[config.mk]
export PLATFORM = sky130hd
export DESIGN_NAME = uart_tx
export DESIGN_NICKNAME = d
export VERILOG_FILES = /design/src/rtl/uart_tx_pkg.sv /design/src/rtl/uart_tx_baud_gen.sv /design/src/rtl/uart_tx.sv
export SDC_FILE = /design/constraint.sdc
export NUM_CORES = 1
export LEC_CHECK = 0
export BUFFER_PORTS_ARGS = -buffer_cell sky130_fd_sc_hd__buf_2
export CAP_MARGIN = 5
export CORE_MARGIN = 3
export CORE_UTILIZATION = 31
export CTS_CLUSTER_DIAMETER = 30
export DETAILED_ROUTE_END_ITERATION = 8
export HOLD_SLACK_MARGIN = 0.15
export PLACE_DENSITY = 0.5
export SYNTH_ARGS = -nofsm -noshare
export SYNTH_HDL_FRONTEND = slang
export SYNTH_HIERARCHICAL = 1
export SYNTH_SLANG_ARGS = --single-unit
[constraint.sdc]
create_clock -name clock -period 3.2 [get_ports clock]
set_clock_uncertainty 0.2 [all_clocks]
set_input_delay 0.16 -clock clock [delete_from_list [all_inputs] [get_ports clock]]
set_output_delay 0.16 -clock clock [all_outputs]
set_load 0.01 [all_outputs]
[src/rtl/uart_tx_pkg.sv]
// Shared UART transmit definitions: FSM state encoding and default line settings.
// Parity support in uart_tx is selected with `UART_TX_PARITY_EN.
package uart_tx_pkg;

    typedef enum logic [2:0] {
        UART_IDLE   = 3'd0,
        UART_START  = 3'd1,
        UART_DATA   = 3'd2,
        UART_PARITY = 3'd3,
        UART_STOP   = 3'd4
    } uart_state_e;

    localparam int unsigned UART_CLK_FREQ_DEFAULT = 50_000_000;
    localparam int unsigned UART_BAUD_DEFAULT     = 115_200;

    function automatic logic even_parity(input logic [7:0] b);
        return ^b;
    endfunction

endpackage

[src/rtl/uart_tx_baud_gen.sv]
// Bit-period counter: counts 0..CLKS_PER_BIT-1 and flags the last cycle of each bit.
module baud_gen #(
    parameter int unsigned CLKS_PER_BIT = 434
) (
    input  logic clock,
    input  logic reset,
    input  logic clear,
    output logic bit_tick
);

    localparam int unsigned CW = (CLKS_PER_BIT > 1) ? $clog2(CLKS_PER_BIT) : 1;
    localparam logic [CW-1:0] LAST = CW'(CLKS_PER_BIT - 1);

    logic [CW-1:0] count;

    always_ff @(posedge clock or posedge reset) begin
        if (reset) begin
            count <= '0;
        end else if (clear || count == LAST) begin
            count <= '0;
        end else begin
            count <= count + CW'(1);
        end
    end

    assign bit_tick = (count == LAST);

endmodule

[src/rtl/uart_tx.sv]
// 8N1 UART transmitter with registered tx/busy/done outputs.
// Define `UART_TX_PARITY_EN to insert an even-parity bit (8E1 frame).
module uart_tx
    import uart_tx_pkg::*;
#(
    parameter int unsigned CLK_FREQ     = UART_CLK_FREQ_DEFAULT,
    parameter int unsigned BAUD         = UART_BAUD_DEFAULT,
    parameter int unsigned CLKS_PER_BIT = CLK_FREQ / BAUD
) (
    input  logic       clock,
    input  logic       reset,
    input  logic       snd_flag,
    input  logic [7:0] data,
    output logic       tx,
    output logic       busy,
    output logic       done
);

    uart_state_e state, state_n;
    logic [7:0]  shift, shift_n;
    logic [2:0]  bit_idx, bit_idx_n;
    logic        tx_n, busy_n, done_n;
    logic        bit_tick, baud_clear;
`ifdef UART_TX_PARITY_EN
    logic        parity, parity_n;
`endif

    // Counter is held at zero while idle so every frame starts on a fresh bit period.
    assign baud_clear = (state == UART_IDLE);

    baud_gen #(
        .CLKS_PER_BIT(CLKS_PER_BIT)
    ) u_baud_gen (
        .clock    (clock),
        .reset    (reset),
        .clear    (baud_clear),
        .bit_tick (bit_tick)
    );

    always_ff @(posedge clock or posedge reset) begin
        if (reset) begin
            state   <= UART_IDLE;
            shift   <= '0;
            bit_idx <= '0;
            tx      <= 1'b1;
            busy    <= 1'b0;
            done    <= 1'b0;
`ifdef UART_TX_PARITY_EN
            parity  <= 1'b0;
`endif
        end else begin
            state   <= state_n;
            shift   <= shift_n;
            bit_idx <= bit_idx_n;
            tx      <= tx_n;
            busy    <= busy_n;
            done    <= done_n;
`ifdef UART_TX_PARITY_EN
            parity  <= parity_n;
`endif
        end
    end

    // Outputs are computed for the next state so they leave registers aligned with it.
    always_comb begin
        state_n   = state;
        shift_n   = shift;
        bit_idx_n = bit_idx;
        tx_n      = tx;
        busy_n    = busy;
        done_n    = 1'b0;
`ifdef UART_TX_PARITY_EN
        parity_n  = parity;
`endif
        case (state)
            UART_IDLE: begin
                tx_n   = 1'b1;
                busy_n = 1'b0;
                if (snd_flag) begin
                    shift_n = data;
`ifdef UART_TX_PARITY_EN
                    parity_n = even_parity(data);
`endif
                    state_n = UART_START;
                    tx_n    = 1'b0;
                    busy_n  = 1'b1;
                end
            end
            UART_START: begin
                if (bit_tick) begin
                    state_n   = UART_DATA;
                    bit_idx_n = '0;
                    tx_n      = shift[0];
                end
            end
            UART_DATA: begin
                if (bit_tick) begin
                    shift_n   = shift >> 1;
                    bit_idx_n = bit_idx + 3'd1;
                    if (bit_idx == 3'd7) begin
`ifdef UART_TX_PARITY_EN
                        state_n = UART_PARITY;
                        tx_n    = parity;
`else
                        state_n = UART_STOP;
                        tx_n    = 1'b1;
`endif
                    end else begin
                        tx_n = shift[1];
                    end
                end
            end
`ifdef UART_TX_PARITY_EN
            UART_PARITY: begin
                if (bit_tick) begin
                    state_n = UART_STOP;
                    tx_n    = 1'b1;
                end
            end
`endif
            UART_STOP: begin
                if (bit_tick) begin
                    state_n = UART_IDLE;
                    tx_n    = 1'b1;
                    busy_n  = 1'b0;
                    done_n  = 1'b1;
                end
            end
            default: begin
                state_n = UART_IDLE;
                tx_n    = 1'b1;
                busy_n  = 1'b0;
            end
        endcase
    end

endmodule

==> results.tsv, run 1 <==
metric	value	unit
result of the run	complete, no violations	
RSZ-0062 raised after global routing	false	
fin worst setup slack	0.834	ns
Bufs on Longest Clock Path	2	
post-synthesis cell type count	42	
worst setup slack after placement	0.838	ns
final net count	171	
clock latency of the later-clocked register in the worst-skew pair	0.27	ns
root buffer selected by CTS	sky130_fd_sc_hd__clkbuf_8	
met2 wire length	1400	µm
proportion of netlist area held by the largest area contributor	43.6	%
1st-iter DRT viols	45	
Remaining Overflow, GRT	0	
cell leakage power	0.730	nW
Util after Layout	38.7	%
Max Fclk	0.423	GHz
post-route setup TNS	0	ns
Final Setup Violations	0	
total power divided by cell area	699	nW/µm²
fraction of synthesis flops using an asynchronous set or reset pin	100	%
Post-Place Cell Area	1540	µm²
initial cell density of the core	32.5	%
Placer Congestion	0.779	
antenna fix cells	0	
share of the yosys chip area belonging to registers	45.4	%
CP Capture Type	flip-flop	
share of layout cells above drive strength 1	20.6	%
Max-slew headroom	56.4	%
number of global-route vias before repair	1092	
Synthesized Nets	146	
wire length of the first global-routing pass	4960	µm
area leader, netlist	sky130_fd_sc_hd__dfrtp_1	
YS warnings	6	
final cycle utilization of the critical path	74.0	%
Post-synth top flop	sky130_fd_sc_hd__dfrtp_1	
number of cells produced by synthesis	131	
Area Growth Syn to Fin	18.9	%
DR WL met3	90	µm
Port Buffers	13	
number of max-cap violations	0	
post-synthesis average cell area	11.0	µm²
met1 WL	1280	µm
combined area of all synthesized cells	1440	µm²
number of flops mapped to enable cells by yosys	0	
slew of the pin with the lowest slew margin	0.653	ns
min Tclk post-route	2.37	ns
Worst Path Required	3.16	ns
area enclosed by the die boundary	5490	µm²
vias per inst	5.19	
Final Hold Vio Count	0	
area of all placed cells without fillers	1710	µm²
data arrival time at the worst-slack endpoint	2.32	ns
largest cells by area after synthesis	sky130_fd_sc_hd__dfrtp_1 (44%), sky130_fd_sc_hd__mux2_2 (6.3%), sky130_fd_sc_hd__mux2_1 (5.5%)	
class of the most critical hold timing path	primary input to async pin	
total global-route track usage	11.3	%
number of antenna violations at the first check in global routing	0	
clock tree from TritonCTS	built	
flip-flop and latch count after synthesis	26	
cts bufs inserted	3	
core outline area	4410	µm²
Chip Height	74.1	µm
Remaining DRCs	0	
IR drop worst, VDD	0.367	mV
highest routing layer actually used	met4	
largest net degree at the start of global routing	19	
half-perimeter wire length after detailed placement	2040	µm
routed length per instance	13.4	µm
antenna-violating nets left	0	
number of sinks on the clock net	26	
post-detailed-routing wire length	2780	µm
detailed-routing iteration count for the pre-antenna-repair pass	4	
Chip Width	74.1	µm
H-tree depth reported by CTS	1	
IO Pins	14	
Crit Path Class	flip-flop to flip-flop	
Max Slew Vio Count	0	
clock transition time at the flip-flop clock pins of the worst setup and hold paths	0.09	ns
Row Count	24	
maximum net fanout on the critical path	8	
element type at the critical path start	flip-flop	
total number of vias	1074	
number of instances resized during post-cts repair	0	
-- stage by stage --
stage / power [mW] / std cells / hold WS, ns
floorplan: 0.876 / 131 / -0.212
global placement: 0.956 / 192 / -0.0437
detailed placement: 0.984 / 192 / -0.0482
CTS: 1.22 / 207 / 0.208
global route: 1.30 / 207 / 0.244
finish: 1.19 / 207 / 0.213
-- synth_stat cells (2+ instances only) --
| master | instances |
|---|---|
| sky130_fd_sc_hd__dfrtp_1 | 25 |
| sky130_fd_sc_hd__inv_1 | 10 |
| sky130_fd_sc_hd__mux2_2 | 8 |
| sky130_fd_sc_hd__mux2_1 | 7 |
| sky130_fd_sc_hd__nand2_1 | 6 |
| sky130_fd_sc_hd__nand3_1 | 6 |
| sky130_fd_sc_hd__nor2_1 | 6 |
| sky130_fd_sc_hd__a31oi_1 | 4 |
| sky130_fd_sc_hd__buf_2 | 4 |
| sky130_fd_sc_hd__ha_1 | 4 |
| sky130_fd_sc_hd__o21ai_0 | 4 |
| sky130_fd_sc_hd__o2bb2ai_1 | 4 |
| sky130_fd_sc_hd__a21oi_1 | 3 |
| sky130_fd_sc_hd__mux2i_1 | 3 |
| sky130_fd_sc_hd__nor3_1 | 3 |
| sky130_fd_sc_hd__xor2_1 | 3 |
| sky130_fd_sc_hd__a22oi_1 | 2 |
| sky130_fd_sc_hd__nor2b_1 | 2 |
| sky130_fd_sc_hd__o211ai_1 | 2 |
| sky130_fd_sc_hd__or3_1 | 2 |
| sky130_fd_sc_hd__or3b_1 | 2 |
-- final timing paths --
kind                                     startpoint             endpoint  slack [ns]  cells past startpoint
worst max register to register  u_baud_gen/count[2]             shift[0]        0.83                      6
worst min register to register             shift[4]             shift[4]        0.29                      1
max in group asynchronous                     reset           bit_idx[1]        2.05                      3
worst max-delay path            u_baud_gen/count[2]             shift[0]        0.83                      6
worst min-delay path                          reset  u_baud_gen/count[2]        0.21                      3
min in group clock                         shift[4]             shift[4]        0.29                      1
-- layout make-up --
type	count	area, µm²
clock buffer	4	55.1
fill	451	2710
inverter	10	37.5
multi-input combinational	90	716
sequential	26	652
tap	52	65.1
timing repair buffer	25	183
-- cells by family (layout without fill, tap and decap cells) --
family | after synthesis | count (layout) | share of synthesized area (%)
AND/OR/NAND/NOR | 37 | 37 | 15.7
AO/OA/AOI/OAI | 27 | 27 | 14.4
flip-flops | 26 | 26 | 45.4
multiplexers | 18 | 18 | 13.9
buffers and inverters | 15 | 39 | 4.79
adder cells (fa/ha/maj) | 4 | 4 | 3.48
XOR/XNOR | 4 | 4 | 2.44
-- where the power goes --
part	switching [mW]	internal [mW]	total, mW
registers	0.132	0.449	0.581
clock network	0.101	0.110	0.211
logic	0.202	0.201	0.402
-- routing by layer --
layer,vias to the layer above,global-route usage [%]
li1,528,-
met2,13,19.9
met3,2,2.84
met1,531,14.1
met5,-,0
met4,0,2.41
-- what timing repair did --
| action | CTS | global route |
|---|---|---|
| hold endpoints to repair | 34 | 0 |
| hold buffers | 11 | 0 |
| setup buffers | 0 | 0 |
-- sequential cells by signal, indices dropped and copies added, names as in the netlist --
register	flops
u_baud_gen/count	9
shift	8
bit_idx	3
state	3
busy	1
done	1
tx	1
-- layout by cell type (no fill, tap or decap), types with 2 or more instances in the layout --
master and instances:
sky130_fd_sc_hd__dfrtp_1 25, sky130_fd_sc_hd__buf_2 13, sky130_fd_sc_hd__dlygate4sd3_1 11, sky130_fd_sc_hd__inv_1 10, sky130_fd_sc_hd__mux2_2 8, sky130_fd_sc_hd__mux2_1 7
sky130_fd_sc_hd__nor2_1 6, sky130_fd_sc_hd__nand2_1 6, sky130_fd_sc_hd__nand3_1 6, sky130_fd_sc_hd__o21ai_0 4, sky130_fd_sc_hd__o2bb2ai_1 4, sky130_fd_sc_hd__a31oi_1 4
sky130_fd_sc_hd__ha_1 4, sky130_fd_sc_hd__clkbuf_8 4, sky130_fd_sc_hd__xor2_1 3, sky130_fd_sc_hd__mux2i_1 3, sky130_fd_sc_hd__nor3_1 3, sky130_fd_sc_hd__a21oi_1 3
sky130_fd_sc_hd__nor2b_1 2, sky130_fd_sc_hd__o211ai_1 2, sky130_fd_sc_hd__a22oi_1 2, sky130_fd_sc_hd__or3b_1 2, sky130_fd_sc_hd__or3_1 2
-- critical path: stages (launching register included) --
cell and delay (ns):
sky130_fd_sc_hd__dfrtp_1 0.46, sky130_fd_sc_hd__or3_4 0.43, sky130_fd_sc_hd__nor3_1 0.16, sky130_fd_sc_hd__buf_4 0.18, sky130_fd_sc_hd__and2_1 0.15, sky130_fd_sc_hd__o21a_1 0.31, sky130_fd_sc_hd__mux2_1 0.36
Note: power is estimated with default switching activity, not from simulation.
==> inputs of run 2 (changes only) <==
PLACE_DENSITY = 0.52   (was 0.5)
clock period = 2.1 ns   (was 3.2 ns; I/O delays follow)
==> results.tsv, run 2 (synthesized netlist as in run 1, its figures left out) <==
metric	value	unit	change
detailed-routing iteration count for the pre-antenna-repair pass	4		unchanged
number of global-route vias before repair	1110		was 1092
min Tclk post-route	1.97	ns	was 2.37 ns
cell leakage power	0.798	nW	was 0.730 nW
commonest non-fill, non-tap cell in the layout	sky130_fd_sc_hd__dfrtp_1		unchanged
slew of the pin with the lowest slew margin	0.692	ns	was 0.653 ns
H-tree depth reported by CTS	1		unchanged
Largest register FFs	9		unchanged
Final Setup Violations	0		unchanged
portion of total power attributed to combinational logic	43.5	%	was 33.7%
switching power	0.721	mW	was 0.435 mW
clock tree from TritonCTS	built		unchanged
total power divided by cell area	1100	nW/µm²	was 699 nW/µm²
clock group share of total power	16.5	%	was 17.7%
total internal power	1.28	mW	was 0.759 mW
Remaining DRCs	0		unchanged
largest register by flop count	u_baud_gen/count		unchanged
result of the run	complete, no violations		unchanged
worst setup slack after placement	0.00672	ns	was 0.838 ns
largest net degree at the start of global routing	18		was 19
Bufs on Longest Clock Path	2		unchanged
final net count	183		was 171
class of the most critical hold timing path	primary input to async pin		unchanged
Crit Path Class	flip-flop to flip-flop		unchanged
post-detailed-routing wire length	3000	µm	was 2780 µm
core outline area	4410	µm²	unchanged
post-route setup TNS	0	ns	unchanged
Max Slew Vio Count	0		unchanged
Placer Congestion	0.758		was 0.779
maximum net fanout on the critical path	7		was 8
root buffer selected by CTS	sky130_fd_sc_hd__clkbuf_8		unchanged
Area Growth Syn to Fin	26.5	%	was 18.9%
half-perimeter wire length after detailed placement	2160	µm	was 2040 µm
routed length per instance	13.7	µm	was 13.4 µm
data arrival time at the worst-slack endpoint	1.94	ns	was 2.32 ns
IR drop worst, VDD	0.524	mV	was 0.367 mV
1st-iter DRT viols	70		was 45
Inst Count DP	204		was 192
vias per inst	5.11		was 5.19
fin worst setup slack	0.132	ns	was 0.834 ns
Net Sw Frac	36.0	%	was 36.4%
share of layout cells above drive strength 1	27.5	%	was 20.6%
total power after layout	2.00	mW	was 1.19 mW
CP Capture Type	flip-flop		unchanged
final cycle utilization of the critical path	93.7	%	was 74.0%
area enclosed by the die boundary	5490	µm²	unchanged
Final Hold Vio Count	0		unchanged
RR Startpoint	u_baud_gen/count[0]		was u_baud_gen/count[2]
total global-route track usage	11.8	%	was 11.3%
registers with the highest flip-flop counts	u_baud_gen/count (9), shift (8)		unchanged
IO Pins	14		unchanged
antenna fix cells	0		unchanged
number of fillers in the final layout	415		was 451
initial cell density of the core	32.5	%	unchanged
Chip Width	74.1	µm	unchanged
Max-slew headroom	53.8	%	was 56.4%
Remaining Overflow, GRT	0		unchanged
non-filler instance count after layout	219		was 207
Port Buffers	13		unchanged
Max Fclk	0.508	GHz	was 0.423 GHz
wire length of the first global-routing pass	5080	µm	was 4960 µm
clock latency of the later-clocked register in the worst-skew pair	0.27	ns	about the same
clock transition time at the flip-flop clock pins of the worst setup and hold paths	0.09	ns	about the same
cts bufs inserted	3		unchanged
Critical Path Start	u_baud_gen/count[0]		was u_baud_gen/count[2]
commonest cells after routing, fill and taps aside	sky130_fd_sc_hd__dfrtp_1 (25), sky130_fd_sc_hd__buf_2 (13), sky130_fd_sc_hd__buf_4 (13)		was sky130_fd_sc_hd__dfrtp_1 (25), sky130_fd_sc_hd__buf_2 (13), sky130_fd_sc_hd__dlygate4sd3_1 (11)
register-to-register setup slack	0.13	ns	was 0.83 ns
Row Count	24		unchanged
Chip Height	74.1	µm	unchanged
Worst Path Required	2.08	ns	was 3.16 ns
number of antenna violations at the first check in global routing	0		unchanged
antenna-violating nets left	0		unchanged
number of sinks on the clock net	26		unchanged
element type at the critical path start	flip-flop		unchanged
RSZ-0062 raised after global routing	false		unchanged
sequential fraction of design power	40.0	%	was 48.7%
number of max-cap violations	0		unchanged
total number of vias	1118		was 1074
-- run 2: cell count changes in the layout (fill, tap and decap cells not counted) --
cell                     previous run  this run
sky130_fd_sc_hd__nor3_1             3         2
sky130_fd_sc_hd__buf_4              1        13
sky130_fd_sc_hd__o21a_1             1         0
sky130_fd_sc_hd__nor3_4             0         1
sky130_fd_sc_hd__o21a_4             0         1
-- run 2: final cells by class --
type	instances	area [µm²]	share of cell area (%)
timing repair buffer	37	273	15.0
tap	52	65.1	3.58
clock buffer	4	55.1	3.03
sequential	26	652	35.9
inverter	10	37.5	2.07
multi-input combinational	90	734	40.4
-- run 2: critical path: stages (launching register included) --
cell and delay (ns):
sky130_fd_sc_hd__dfrtp_1 0.39, sky130_fd_sc_hd__ha_1 0.21, sky130_fd_sc_hd__nand2_1 0.13, sky130_fd_sc_hd__nor3_4 0.06, sky130_fd_sc_hd__buf_4 0.15, sky130_fd_sc_hd__or3b_1 0.38, sky130_fd_sc_hd__o22a_1 0.22, sky130_fd_sc_hd__o32ai_1 0.13
-- run 2: stage by stage --
step / area, µm² / hold WS (ns) / util [%]
after detailed placement: 1640 / -0.0989 / 37.2
after global placement: 1640 / -0.103 / 37.2
after floorplan: 1450 / -0.267 / -
after global routing: 1820 / 0.175 / 41.2
after CTS: 1810 / 0.158 / 41.0
final: 1820 / 0.149 / 41.2
-- run 2: path summary, 6_finish.rpt --
check                           depth (start not counted)             endpoint
min in group clock                                      1             shift[0]
max in group asynchronous                               3           bit_idx[2]
worst min-delay path                                    3  u_baud_gen/count[1]
worst max-delay path                                    7                 busy
worst max register to register                          7                 busy
worst min register to register                          1             shift[0]
-- run 2: power groups by stage --
stage	registers, mW	clock network (mW)	logic [mW]
2_1_floorplan	0.815	0	0.541
3_3_place_gp	0.800	0	0.819
3_5_place_dp	0.811	0	0.847
4_1_cts	0.801	0.341	0.873
5_1_grt	0.826	0.361	0.972
6_report	0.801	0.331	0.870
-- run 2: layer usage --
metal | share of wire (%) | global-route usage (%) | up-vias
met5 | 0 | 0 | -
met4 | 0.60 | 3.42 | 0
met3 | 3.4 | 3.24 | 2
met2 | 48 | 19.9 | 21
met1 | 47 | 14.9 | 544
li1 | - | - | 551
-- run 2: repair_timing --
| action | in CTS | in global routing |
|---|---|---|
| setup endpoints to repair | 1 | 6 |
| gates resized for setup | 1 | 1 |
| hold buffers | 11 | 0 |
| hold endpoints to repair | 35 | 0 |
| buffers inserted | 0 | 0 |
